<file path="src/rtl/pito_mvu_apb_arbiter_if.sv">
// Hart-side request/response bundle plus the APB master bus of the MVU config port.
// master: the arbiter's view. slave: the environment (harts and the APB completer).
interface pito_mvu_apb_arbiter_if #(
  parameter int NUM_HARTS      = 8,
  parameter int APB_ADDR_WIDTH = 32,
  parameter int APB_DATA_WIDTH = 32
);
  localparam int IDW = (NUM_HARTS > 1) ? $clog2(NUM_HARTS) : 1;

  logic [NUM_HARTS-1:0]                     req_valid;
  logic [NUM_HARTS-1:0]                     req_write;
  logic [NUM_HARTS-1:0][APB_ADDR_WIDTH-1:0] req_addr;
  logic [NUM_HARTS-1:0][APB_DATA_WIDTH-1:0] req_wdata;
  logic [NUM_HARTS-1:0]                     req_ready;
  logic [NUM_HARTS-1:0]                     rsp_valid;
  logic [APB_DATA_WIDTH-1:0]                rsp_rdata;
  logic                                     rsp_err;
  logic [IDW-1:0]                           grant_id;
  logic                                     busy;
  logic                                     psel;
  logic                                     penable;
  logic                                     pwrite;
  logic [APB_ADDR_WIDTH-1:0]                paddr;
  logic [APB_DATA_WIDTH-1:0]                pwdata;
  logic [APB_DATA_WIDTH-1:0]                prdata;
  logic                                     pready;
  logic                                     pslverr;

  modport master (
    input  req_valid, req_write, req_addr, req_wdata, prdata, pready, pslverr,
    output req_ready, rsp_valid, rsp_rdata, rsp_err, grant_id, busy,
           psel, penable, pwrite, paddr, pwdata
  );

  modport slave (
    output req_valid, req_write, req_addr, req_wdata, prdata, pready, pslverr,
    input  req_ready, rsp_valid, rsp_rdata, rsp_err, grant_id, busy,
           psel, penable, pwrite, paddr, pwdata
  );
endinterface

</file>
<file path="src/rtl/pito_mvu_apb_arbiter.sv">
// Round-robin arbiter sharing the single MVU APB config port among NUM_HARTS harts.
// Define PITO_APB_TIMEOUT_EN to bound the ACCESS phase to TIMEOUT_CYCLES wait cycles.
module pito_mvu_apb_arbiter #(
  parameter int NUM_HARTS      = 8,
  parameter int APB_ADDR_WIDTH = 32,
  parameter int APB_DATA_WIDTH = 32,
  parameter int TIMEOUT_CYCLES = 256
) (
  input logic                    clk,
  input logic                    rst_n,
  pito_mvu_apb_arbiter_if.master bus
);
  localparam int IDW = (NUM_HARTS > 1) ? $clog2(NUM_HARTS) : 1;
  localparam int PW  = IDW + 1;

  typedef enum logic [1:0] {IDLE, SETUP, ACCESS, RESP} state_t;

  state_t                    state, state_nxt;
  logic [IDW-1:0]            rr_ptr, gid_q, gnt;
  logic                      any_vld;
  logic [2*NUM_HARTS-1:0]    req2;
  logic [PW-1:0]             pos;
  logic                      lat_write;
  logic [APB_ADDR_WIDTH-1:0] lat_addr;
  logic [APB_DATA_WIDTH-1:0] lat_wdata;
  logic [APB_DATA_WIDTH-1:0] rdata_q;
  logic                      err_q;
  logic                      to_hit;

  // Doubled request vector turns the wrap-around search into a linear scan.
  assign req2 = {bus.req_valid, bus.req_valid};

  always_comb begin
    any_vld = 1'b0;
    gnt     = '0;
    pos     = '0;
    for (int k = 1; k <= NUM_HARTS; k++) begin
      pos = {1'b0, rr_ptr} + PW'(k);
      if (!any_vld && req2[pos]) begin
        any_vld = 1'b1;
        gnt     = (pos >= PW'(NUM_HARTS)) ? IDW'(pos - PW'(NUM_HARTS)) : IDW'(pos);
      end
    end
  end

`ifdef PITO_APB_TIMEOUT_EN
  localparam int CW = $clog2(TIMEOUT_CYCLES + 1);
  logic [CW-1:0] to_cnt;

  // Zero outside ACCESS, so it is already clear on entry.
  always_ff @(posedge clk or negedge rst_n) begin
    if (!rst_n)                          to_cnt <= '0;
    else if (state != ACCESS)            to_cnt <= '0;
    else if (!bus.pready)                to_cnt <= to_cnt + CW'(1);
  end

  assign to_hit = (state == ACCESS) && !bus.pready && (to_cnt == CW'(TIMEOUT_CYCLES - 1));
`else
  logic unused_timeout;
  assign unused_timeout = (TIMEOUT_CYCLES > 0);
  assign to_hit         = 1'b0;
`endif

  always_ff @(posedge clk or negedge rst_n) begin
    if (!rst_n) state <= IDLE;
    else        state <= state_nxt;
  end

  always_comb begin
    state_nxt = state;
    case (state)
      IDLE:    if (any_vld) state_nxt = SETUP;
      SETUP:   state_nxt = ACCESS;
      ACCESS:  if (bus.pready || to_hit) state_nxt = RESP;
      RESP:    state_nxt = IDLE;
      default: state_nxt = IDLE;
    endcase
  end

  // Accept pulse is gated by reset so every output reads 0 while held in reset.
  always_comb begin
    bus.req_ready = '0;
    bus.rsp_valid = '0;
    bus.psel      = 1'b0;
    bus.penable   = 1'b0;
    bus.busy      = (state != IDLE);
    case (state)
      IDLE:    if (any_vld && rst_n) bus.req_ready[gnt] = 1'b1;
      SETUP:   bus.psel = 1'b1;
      ACCESS:  begin bus.psel = 1'b1; bus.penable = 1'b1; end
      RESP:    bus.rsp_valid[gid_q] = 1'b1;
      default: ;
    endcase
  end

  always_ff @(posedge clk or negedge rst_n) begin
    if (!rst_n) begin
      rr_ptr    <= IDW'(NUM_HARTS - 1);
      gid_q     <= '0;
      lat_write <= 1'b0;
      lat_addr  <= '0;
      lat_wdata <= '0;
      rdata_q   <= '0;
      err_q     <= 1'b0;
    end else begin
      if (state == IDLE && any_vld) begin
        rr_ptr    <= gnt;
        gid_q     <= gnt;
        lat_write <= bus.req_write[gnt];
        lat_addr  <= bus.req_addr[gnt];
        lat_wdata <= bus.req_wdata[gnt];
      end
      if (state == ACCESS) begin
        if (bus.pready) begin
          rdata_q <= lat_write ? '0 : bus.prdata;
          err_q   <= bus.pslverr;
        end else if (to_hit) begin
          rdata_q <= '0;
          err_q   <= 1'b1;
        end
      end
    end
  end

  assign bus.grant_id  = gid_q;
  assign bus.pwrite    = lat_write;
  assign bus.paddr     = lat_addr;
  assign bus.pwdata    = lat_wdata;
  assign bus.rsp_rdata = rdata_q;
  assign bus.rsp_err   = err_q;
endmodule

</file>
<file path="src/flat_wrapper.sv">
// flat-port wrapper written by rule: the top's interface ports become plain ports
module pito_mvu_apb_arbiter_flat 
#(
  parameter int NUM_HARTS      = 8,
  parameter int APB_ADDR_WIDTH = 32,
  parameter int APB_DATA_WIDTH = 32,
  parameter int TIMEOUT_CYCLES = 256
)
  (clk, rst_n, bus_req_valid, bus_req_write, bus_req_addr, bus_req_wdata, bus_prdata, bus_pready, bus_pslverr, bus_req_ready, bus_rsp_valid, bus_rsp_rdata, bus_rsp_err, bus_grant_id, bus_busy, bus_psel, bus_penable, bus_pwrite, bus_paddr, bus_pwdata);
  pito_mvu_apb_arbiter_if #(.NUM_HARTS(NUM_HARTS), .APB_ADDR_WIDTH(APB_ADDR_WIDTH), .APB_DATA_WIDTH(APB_DATA_WIDTH)) bus_i ();
  input logic clk;
  input logic rst_n;
  input wire logic [$bits(bus_i.req_valid)-1:0] bus_req_valid;
  input wire logic [$bits(bus_i.req_write)-1:0] bus_req_write;
  input wire logic [$bits(bus_i.req_addr)-1:0] bus_req_addr;
  input wire logic [$bits(bus_i.req_wdata)-1:0] bus_req_wdata;
  input wire logic [$bits(bus_i.prdata)-1:0] bus_prdata;
  input wire logic [$bits(bus_i.pready)-1:0] bus_pready;
  input wire logic [$bits(bus_i.pslverr)-1:0] bus_pslverr;
  output wire logic [$bits(bus_i.req_ready)-1:0] bus_req_ready;
  output wire logic [$bits(bus_i.rsp_valid)-1:0] bus_rsp_valid;
  output wire logic [$bits(bus_i.rsp_rdata)-1:0] bus_rsp_rdata;
  output wire logic [$bits(bus_i.rsp_err)-1:0] bus_rsp_err;
  output wire logic [$bits(bus_i.grant_id)-1:0] bus_grant_id;
  output wire logic [$bits(bus_i.busy)-1:0] bus_busy;
  output wire logic [$bits(bus_i.psel)-1:0] bus_psel;
  output wire logic [$bits(bus_i.penable)-1:0] bus_penable;
  output wire logic [$bits(bus_i.pwrite)-1:0] bus_pwrite;
  output wire logic [$bits(bus_i.paddr)-1:0] bus_paddr;
  output wire logic [$bits(bus_i.pwdata)-1:0] bus_pwdata;
  assign bus_i.req_valid = bus_req_valid;
  assign bus_i.req_write = bus_req_write;
  assign bus_i.req_addr = bus_req_addr;
  assign bus_i.req_wdata = bus_req_wdata;
  assign bus_i.prdata = bus_prdata;
  assign bus_i.pready = bus_pready;
  assign bus_i.pslverr = bus_pslverr;
  assign bus_req_ready = bus_i.req_ready;
  assign bus_rsp_valid = bus_i.rsp_valid;
  assign bus_rsp_rdata = bus_i.rsp_rdata;
  assign bus_rsp_err = bus_i.rsp_err;
  assign bus_grant_id = bus_i.grant_id;
  assign bus_busy = bus_i.busy;
  assign bus_psel = bus_i.psel;
  assign bus_penable = bus_i.penable;
  assign bus_pwrite = bus_i.pwrite;
  assign bus_paddr = bus_i.paddr;
  assign bus_pwdata = bus_i.pwdata;
  pito_mvu_apb_arbiter #(.NUM_HARTS(NUM_HARTS), .APB_ADDR_WIDTH(APB_ADDR_WIDTH), .APB_DATA_WIDTH(APB_DATA_WIDTH), .TIMEOUT_CYCLES(TIMEOUT_CYCLES)) u_core (.clk(clk), .rst_n(rst_n), .bus(bus_i));
endmodule
</file>
<file path="config.mk">
export PLATFORM = sky130hd
export DESIGN_NAME = pito_mvu_apb_arbiter_flat
export DESIGN_NICKNAME = d
export VERILOG_FILES = /design/src/rtl/pito_mvu_apb_arbiter_if.sv /design/src/rtl/pito_mvu_apb_arbiter.sv /design/src/flat_wrapper.sv
export SDC_FILE = /design/constraint.sdc
export NUM_CORES = 1
export LEC_CHECK = 0
export ABC_CLOCK_PERIOD_IN_PS = 5900
export BUFFER_PORTS_ARGS = -buffer_cell sky130_fd_sc_hd__buf_4
export CORE_AREA = 3 3 262 264
export CTS_CLUSTER_SIZE = 30
export DETAILED_ROUTE_END_ITERATION = 8
export DIE_AREA = 0 0 265 267
export GPL_ROUTABILITY_DRIVEN = 0
export RECOVER_POWER = 50
export SLEW_MARGIN = 20
export SYNTH_ARGS = -nofsm -noshare
export SYNTH_HDL_FRONTEND = slang
export SYNTH_SLANG_ARGS = --single-unit
</file>
<file path="constraint.sdc">
create_clock -name clk -period 5.9 [get_ports clk]
set_input_delay 0 -clock clk [delete_from_list [all_inputs] [get_ports clk]]
set_output_delay 0 -clock clk [all_outputs]
set_load 0.02 [all_outputs]
</file>
==> results of run 1 <==
==> cell usage in the layout (no fill, tap or decap), types with 4 or more instances in the layout <==
master and count:
nor3_1 9, clkbuf_1 111, o21a_1 15, ha_1 6, dlygate4sd3_1 39, mux2i_1 408, o21ai_0 87, o22ai_1 4
buf_4 588, dfrtp_1 103, nand2b_1 44, diode_2 4, clkbuf_16 9, nand2_1 163, nand3_1 12, a21oi_1 39
buf_12 8, inv_1 9, nor2_1 15, mux4_2 12, a221o_1 15, a21o_1 7
==> final cells by class <==
cell class | count | area (µm²)
Tap cell | 873 | 1090
Sequential cell | 106 | 2660
Antenna cell | 4 | 10.0
Clock buffer | 9 | 225
Timing Repair Buffer | 746 | 5380
Clock inverter | 7 | 73.8
Multi-Input combinational cell | 868 | 6740
Inverter | 9 | 33.8
Fill cell | 7461 | 50600
==> worst max path at each step <==
stage,from,endpoint,slack [ns],depth (start not counted)
after floorplan,u_core.rr_ptr[1],u_core.bus.paddr[30],1.38,18
after global placement,u_core.rr_ptr[0],u_core.bus.pwdata[9],0.98,13
after detailed placement,u_core.rr_ptr[0],u_core.bus.paddr[10],0.84,13
after CTS,u_core.rr_ptr[0],u_core.bus.pwdata[30],0.38,14
after global routing,u_core.rr_ptr[0],u_core.bus.pwdata[30],0.05,14
final,u_core.rr_ptr[0],u_core.bus.pwdata[30],0.36,14
==> state kept, by name (all words and copies together) (netlist names) <==
register,cells
u_core.bus.paddr,32
u_core.bus.rsp_rdata,32
u_core.rr_ptr,3
u_core.bus.pwdata,32
u_core.bus.pwrite,1
u_core.bus.grant_id,3
u_core.bus.rsp_err,1
u_core.state,2
==> worst max-delay path, stage by stage, from the launching register on <==
cell	delay [ns]
dfstp_2	0.83
inv_1	0.19
ha_1	0.56
mux4_2	0.39
or2_4	0.29
a41oi_4	0.27
and3_1	0.31
a21o_1	0.11
a21o_1	0.17
and2_2	0.68
buf_4	0.47
mux2i_1	0.22
dlygate4sd3_1	0.57
mux2i_1	0.06
a221o_1	0.29
==> power by group <==
part | total [W] | internal, W | switching [W]
clock | 0.000676 | 0.000300 | 0.000375
combinational | 0.0120 | 0.00523 | 0.00677
sequential | 0.00143 | 0.00114 | 0.000299
total | 0.0141 | 0.00667 | 0.00745
==> routing by layer <==
layer	GRT usage [%]	share of wire [%]	up-vias
li1	-	-	5217
met1	15.1	38	4874
met2	24.3	50	470
met3	5.17	9.5	55
met4	3.40	1.9	16
met5	0	0.20	-
==> cell families (layout without fill, tap and decap cells) <==
kind of cell             after synthesis  count (layout)  synth area share (%)
AND/OR/NAND/NOR                      259             259                  11.7
adder cells (fa/ha/maj)                6               6                 0.767
buffers and inverters                 98             771                  4.43
XOR/XNOR                               3               3                 0.268
flip-flops                           106             106                  27.1
multiplexers                         422             422                  44.7
AO/OA/AOI/OAI                        178             178                  11.0
other                                  0               4                     0
==> per-stage QoR <==
step / hold slack, ns / power (W) / setup WS [ns] / area, µm² / utilization [%]
6_report: 0.0370 / 0.0141 / 0.365 / 16200 / 24.3
5_1_grt: 0.0151 / 0.0153 / 0.0507 / 16200 / 24.3
4_1_cts: 0.000255 / 0.0146 / 0.384 / 16600 / 24.9
3_5_place_dp: 0.0417 / 0.0139 / 0.841 / 15900 / 23.9
3_3_place_gp: 0.0415 / 0.0138 / 0.982 / 15900 / 23.9
2_1_floorplan: -0.296 / 0.0103 / 1.38 / 9790 / -
==> flow_summary.json, run 1 <==
{
  "r2r-start": "u_core.rr_ptr[0]",
  "cts_tree": "built",
  "post-synth-top-area-cell": "mux2i_1",
  "synth_ff_type": "dfrtp_1",
  "synth_edf_count": 0,
  "cts_resized": 0,
  "pin_count": 684,
  "holdBufCountCts": 39,
  "grt_pass1_wl_um": 71400,
  "clock-sinks": 106,
  "grt_max_degree": 69,
  "root_buffer": "clkbuf_16",
  "synthTopCellsByArea": "mux2i_1 42%, dfrtp_1 26%, nand2_1 6.4%",
  "leakagePower_nw": 8.06,
  "cts_made_buffers": 9,
  "clk_latency_ns": 0.39,
  "synth_cells": 1072,
  "period_minus_slack_ns": 5.54,
  "fin_crit_sh_pct": 93.8,
  "worstSetupPathType": "reg -> reg",
  "num_rows": 95,
  "wl_um": 50500,
  "hold_depth": 3,
  "cts_max_level": 3,
  "setup_viol": 0,
  "fmax_mhz": 181,
  "vias_per_cell": 4.05,
  "synthTopCellsByCount": "408 x mux2i_1, 166 x nand2_1, 103 x dfrtp_1",
  "portBuffers": 683,
  "syn_area_per_cell_um2": 9.13,
  "layout.cells.non_filler": 2622,
  "synth_cell_types": 39,
  "violations": "capacitance limit, slew limit",
  "rr_worst_depth": 14,
  "ant_nets": 0,
  "yosysMostFrequentCell": "mux2i_1",
  "yosysSeqAreaShare_pct": 27.1,
  "worst_pin_slew_ns": 3.83,
  "hold_violations": 0,
  "avgRoutedWirePerCell_um": 19.2,
  "coreArea_mm2": 0.0668,
  "r2r_end": "u_core.bus.pwdata[30]",
  "synth_top_area_share_pct": 41.7,
  "synth_nets": 1642,
  "dp_hpwl_um": 41200,
  "hold_start": "bus_prdata[20]",
  "hold_class": "in -> reg",
  "synthToLayoutAreaGrowth_pct": 65.6,
  "irDropWorstVdd_v": 0.000729,
  "firstDrtPassIters": 5,
  "syn_area_mm2": 0.00979,
  "fin_tns_setup_ns": 0,
  "worstPathArrival_ns": 5.82,
  "critPathLaunchType": "register",
  "cts.clk_slew.worst_paths_ns": 0.10,
  "antenna_found_initial": 15,
  "r2r_slack_ns": 0.36,
  "worstPathMaxFanout": 25,
  "status": "finished, violations left",
  "rsz0062_at_grt": "false",
  "holdPathEnd": "u_core.bus.rsp_rdata[20]",
  "synthArstFlopShare_pct": 100,
  "num_vias": 10600,
  "die_x_um": 265,
  "cp-end-kind": "register",
  "ys_seq_elements": 106,
  "cap_violations": 1,
  "dieHeight_um": 267,
  "finClkSkew_ns": 0.0127,
  "grt_usage_pct": 13.6,
  "place_inst": 2563,
  "max_slew_margin_pct": -156,
  "grt_pass1_vias": 10900,
  "start_util_pct": 14.7,
  "drive_gt1_share_pct": 36.6,
  "nNetsFinal": 2310,
  "cts_buffer_depth": 2,
  "die_area_mm2": 0.0708,
  "power.density_mw_per_mm2": 871,
  "synth_warnings": 0,
  "required_ns": 6.19,
  "maxSlewViolCount": 59,
  "first_iter_violations": 556,
  "grt_overflow_total": 0,
  "drc": 0,
  "postCtsSetupBuffers": 0
}
No activity file was read; power rests on OpenSTA's default activity.
==> run 2, diff against run 1 <==
- ABC_CLOCK_PERIOD_IN_PS: 5900 -> 7200
- CTS_CLUSTER_SIZE: 30 -> unset
- clock period: 5.9 -> 7.2 ns (I/O delays scaled with it)
==> flow_summary.json, run 2 (same netlist as run 1, synthesis figures left out) <==
{
  "status": "finished, violations left",
  "violations": "capacitance limit, slew limit",
  "placed_area_mm2": 0.0158,
  "pwr-share-comb_pct": 84.8,
  "pin_count": 684,
  "drive_gt1_share_pct": 36.8,
  "cap_violations": 3,
  "fmax_mhz": 188,
  "cts.clk_slew.worst_paths_ns": 0.10,
  "cp-end-kind": "output port",
  "postCtsSetupBuffers": 0,
  "place_ws_ns": 2.18,
  "first_iter_violations": 477,
  "irDropWorstVdd_v": 0.00100,
  "num_vias": 10600,
  "gr-usage-met3_pct": 4.34,
  "p_int_w": 0.00530,
  "mostFrequentLayoutCells": "589 x buf_4, 408 x mux2i_1, 163 x nand2_1",
  "cts_tree": "built",
  "max_slew_margin_pct": -80.9,
  "synthToLayoutAreaGrowth_pct": 64.6,
  "num_rows": 95,
  "hold_class": "in -> reg",
  "vias_per_cell": 4.08,
  "wl_um": 50800,
  "cts_made_buffers": 9,
  "nNetsFinal": 2297,
  "start_util_pct": 14.7,
  "clk_latency_ns": 0.39,
  "required_ns": 7.20,
  "layout_setup_ws_ns": 1.87,
  "antenna_found_initial": 13,
  "worstSetupPathType": "reg -> out",
  "ant_nets": 0,
  "rsz0062_at_grt": "false",
  "dieHeight_um": 267,
  "grt_pass1_vias": 11000,
  "power.density_mw_per_mm2": 707,
  "fill_cells": 7461,
  "period_minus_slack_ns": 5.33,
  "fin_tns_setup_ns": 0,
  "maxSlewViolCount": 113,
  "leakagePower_nw": 8.02,
  "netSwitchingFraction_pct": 53.4,
  "cts_buffer_depth": 2,
  "busiest_layer": "met2",
  "multi_input_area_mm2": 0.00674,
  "grt_usage_pct": 13.7,
  "portBuffers": 683,
  "hold_violations": 0,
  "postLayoutCellArea_mm2": 0.0161,
  "power_frac_clock_pct": 4.9,
  "critPathLaunchType": "register",
  "clock-sinks": 106,
  "die_area_mm2": 0.0708,
  "grt_pass1_wl_um": 71500,
  "grtUsageMet2_pct": 24.1,
  "final_common_cell": "buf_4",
  "finClkSkew_ns": 0.0127,
  "worst_pin_slew_ns": 2.71,
  "grt_max_degree": 97,
  "drc": 0,
  "fin_crit_sh_pct": 74.0,
  "worstPathArrival_ns": 5.33,
  "setup_viol": 0,
  "worstPathMaxFanout": 82,
  "layout.area.seq_mm2": 0.00266,
  "grt_overflow_total": 0,
  "firstDrtPassIters": 5,
  "cts_max_level": 3,
  "coreArea_mm2": 0.0668,
  "die_x_um": 265,
  "avgRoutedWirePerCell_um": 19.5,
  "root_buffer": "clkbuf_16",
  "met1_usage_pct": 15.8,
  "p_sw_w": 0.00608,
  "dp_hpwl_um": 41700,
  "p_seq_share_pct": 10.3
}
run 2: cell count changes in the layout (fill, tap and decap cells not counted), sizes merged:
cell and change:
clkbuf -8, dlygate4sd3 -3, buf -2, clkinv +1
inv -1
run 2: what timing repair did:
action,in CTS,in global routing
gates resized for setup,0,0
hold buffers,36,0
hold endpoints to repair,62,0
run 2: power groups by stage:
stage	clock (W)	sequential, W	combinational [W]
3_5_place_dp	0	0.00119	0.0100
5_1_grt	0.000609	0.00122	0.0105
6_report	0.000561	0.00117	0.00965
2_1_floorplan	0	0.00143	0.00701
4_1_cts	0.000596	0.00118	0.0100
3_3_place_gp	0	0.00120	0.00989
run 2: worst paths after layout:
check	end	slack (ns)	from	cells past startpoint
worst min-delay path	u_core.bus.pwdata[30]	0.04	bus_req_wdata[254]	4
worst max-delay path	bus_req_ready[4]	1.87	u_core.rr_ptr[1]	11
worst max register to register	u_core.bus.paddr[10]	2.18	u_core.rr_ptr[0]	13
min in group asynchronous	u_core.state[1]	0.80	rst_n	2
worst min register to register	u_core.bus.rsp_rdata[5]	0.48	u_core.bus.rsp_rdata[5]	2
max in group asynchronous	u_core.bus.paddr[5]	2.96	rst_n	3
run 2: area by class of cell:
class	count	area share [%]
antenna	4	0.0621
clock buffer	9	1.40
clock inverter	7	0.528
inverter	9	0.210
multi-input combinational	868	41.8
sequential	106	16.5
tap	873	6.78
timing repair buffer	733	32.7
run 2: metal layers:
metal	up-vias	wire, µm
li1	5186	-
met1	4911	20000
met2	474	25200
met3	61	4260
met4	6	1260
met5	-	38
run 2: critical path, cell delays in order, from the launching register on:
cell and delay [ns]:
dfstp_2 0.77, inv_1 0.18, ha_1 0.60, mux4_2 0.57, mux2_2 0.32, nand3_1 0.10, nand3b_1 0.15, o21ai_4 0.62
buf_12 0.36, nand3_1 0.32, nor3_1 0.59, buf_4 0.25
run 2: stage by stage:
step | total power [W] | util (%) | hold WS, ns | instances
floorplan | 0.00845 | - | -0.296 | 1072
global placement | 0.0111 | 23.7 | -0.0711 | 2552
detailed placement | 0.0112 | 23.7 | -0.0688 | 2553
CTS | 0.0118 | 24.7 | 0.00134 | 2605
global route | 0.0123 | 24.1 | 0.0237 | 2607
finish | 0.0114 | 24.1 | 0.0380 | 2609
==> run 3, diff against run 2 <==
- ABC_CLOCK_PERIOD_IN_PS: 7200 -> 5440
- clock period: 7.2 -> 5.44 ns (I/O delays scaled with it)
==> flow_summary.json, run 3 (same netlist as run 1, synthesis figures left out) <==
{
  "status": "finished, violations left",
  "crit_path_start": "u_core.rr_ptr[0]",
  "coreArea_mm2": 0.0668,
  "synthToLayoutAreaGrowth_pct": 65.8,
  "worstSetupPathType": "reg -> reg",
  "path_delay_family": "simple AND/OR/NAND/NOR gates",
  "cts_tree": "built",
  "worst_pin_slew_ns": 3.05,
  "irDropWorstVdd_v": 0.000959,
  "fmax_mhz": 196,
  "vias_per_cell": 4.10,
  "die_area_mm2": 0.0708,
  "clock-sinks": 106,
  "drc": 0,
  "slowest_stage": "dfstp_2",
  "placed_area_mm2": 0.0160,
  "layout.area.seq_mm2": 0.00266,
  "fin_tns_setup_ns": 0,
  "postLayoutCellArea_mm2": 0.0162,
  "slowest_delay_ns": 0.82,
  "num_vias": 10800,
  "drive_gt1_share_pct": 36.6,
  "cts_made_buffers": 9,
  "maxSlewViolCount": 111,
  "nNetsFinal": 2314,
  "holdPathEnd": "u_core.bus.pwdata[9]",
  "hold_violations": 0,
  "final_common_cell": "buf_4",
  "violations": "capacitance limit, slew limit",
  "grt_max_degree": 125,
  "r2r_slack_ns": 0.33,
  "required_ns": 5.73,
  "cts_max_level": 3,
  "grt_usage_pct": 13.6,
  "multi_input_area_mm2": 0.00674,
  "pin_count": 684,
  "wl_um": 50600,
  "hold_start": "bus_req_wdata[137]",
  "num_rows": 95,
  "finClkSkew_ns": 0.0149,
  "rr_worst_depth": 14,
  "cap_violations": 2,
  "setup_viol": 0,
  "worstPathMaxFanout": 25,
  "cp-end-kind": "register",
  "grt_pass1_wl_um": 71700,
  "hold_class": "in -> reg",
  "ant_nets": 0,
  "power.density_mw_per_mm2": 943,
  "portBuffers": 683,
  "cts.clk_slew.worst_paths_ns": 0.10,
  "r2r_end": "u_core.bus.pwdata[3]",
  "period_minus_slack_ns": 5.11,
  "first_iter_violations": 543,
  "clk_latency_ns": 0.39,
  "root_buffer": "clkbuf_16",
  "worstPathArrival_ns": 5.40,
  "r2r-start": "u_core.rr_ptr[0]",
  "rsz0062_at_grt": "false",
  "antenna_found_initial": 12,
  "timing.critical_path.buf_inv": 3,
  "leakagePower_nw": 8.07,
  "hold_depth": 4,
  "start_util_pct": 14.7,
  "grt_pass1_vias": 11000,
  "max_slew_margin_pct": -103,
  "die_x_um": 265,
  "cts_buffer_depth": 2,
  "avgRoutedWirePerCell_um": 19.3,
  "path_cells": "inv_1 > ha_1 > mux4_2 > or2_4 > a41oi_4 > and3_1 > a21o_1 > a21o_1 > and2_4 > buf_12 > mux2i_1 > dlygate4sd3_1 > mux2i_1 > a221o_1",
  "firstDrtPassIters": 5,
  "critPathLaunchType": "register",
  "fill_cells": 7430,
  "dp_hpwl_um": 41300,
  "grt_overflow_total": 0,
  "mostFrequentLayoutCells": "588 x buf_4, 408 x mux2i_1, 163 x nand2_1",
  "fin_crit_sh_pct": 93.9,
  "dieHeight_um": 267
}
[run 3: changes by cell type in the layout (fill, tap and decap cells not counted), moves of 3 or more]
cell / change
buf_12: +4
clkbuf_1: +10
diode_2: -3
dlygate4sd3_1: +4
[run 3: where the power goes]
part	switching (W)	internal (W)	leakage, nW	total, W
clock	0.000411	0.000330	0.146	0.000741
sequential	0.000296	0.00123	1.32	0.00153
combinational	0.00734	0.00570	6.61	0.0130
total	0.00805	0.00727	8.07	0.0153
[run 3: cell type report]
cell class                      instances  area share, %
Multi-Input combinational cell        868           41.5
Timing Repair Buffer                  750           33.3
Sequential cell                       106           16.4
Tap cell                              873           6.73
Clock buffer                            9           1.39
Clock inverter                          7          0.493
Inverter                                9          0.208
Antenna cell                            1         0.0154
[run 3: stage by stage]
| stage | hold slack, ns | setup slack (ns) | util (%) | power (W) | std cells |
|---|---|---|---|---|---|
| 2_1_floorplan | -0.296 | 0.917 | - | 0.0112 | 1072 |
| 3_3_place_gp | -0.0147 | 0.734 | 23.9 | 0.0150 | 2566 |
| 3_5_place_dp | -0.0131 | 0.632 | 23.9 | 0.0151 | 2566 |
| 4_1_cts | 0.000486 | 0.0897 | 24.9 | 0.0159 | 2622 |
| 5_1_grt | 0.0252 | 0.0203 | 24.3 | 0.0166 | 2623 |
| 6_report | 0.0374 | 0.331 | 24.3 | 0.0153 | 2623 |
[run 3: how the worst max path moves through the flow]
stage | to | cells past startpoint
after floorplan | u_core.bus.paddr[30] | 18
after global placement | u_core.bus.pwdata[2] | 13
after detailed placement | u_core.bus.pwdata[2] | 13
after CTS | u_core.bus.pwdata[3] | 14
after global routing | u_core.bus.pwdata[3] | 14
final | u_core.bus.pwdata[3] | 14
[run 3: per-layer routing]
layer | wire length (µm) | global-route usage (%)
met1 | 19500 | 15.3
met2 | 25800 | 24.8
met3 | 4290 | 4.41
met4 | 932 | 3.46
met5 | 78 | 0
[run 3: what timing repair did]
item                                    4_1_cts  5_1_grt
gates resized for setup                       0        1
hold buffers                                 40        0
endpoints found under the setup margin        0        1
hold endpoints to repair                     81        0
setup buffers                                 0        0
[run 3: tightest hold or removal path, stage by stage]
cell and delay [ns]:
buf_4 0.08, mux2i_1 0.06, mux2i_1 0.12, a221o_1 0.14
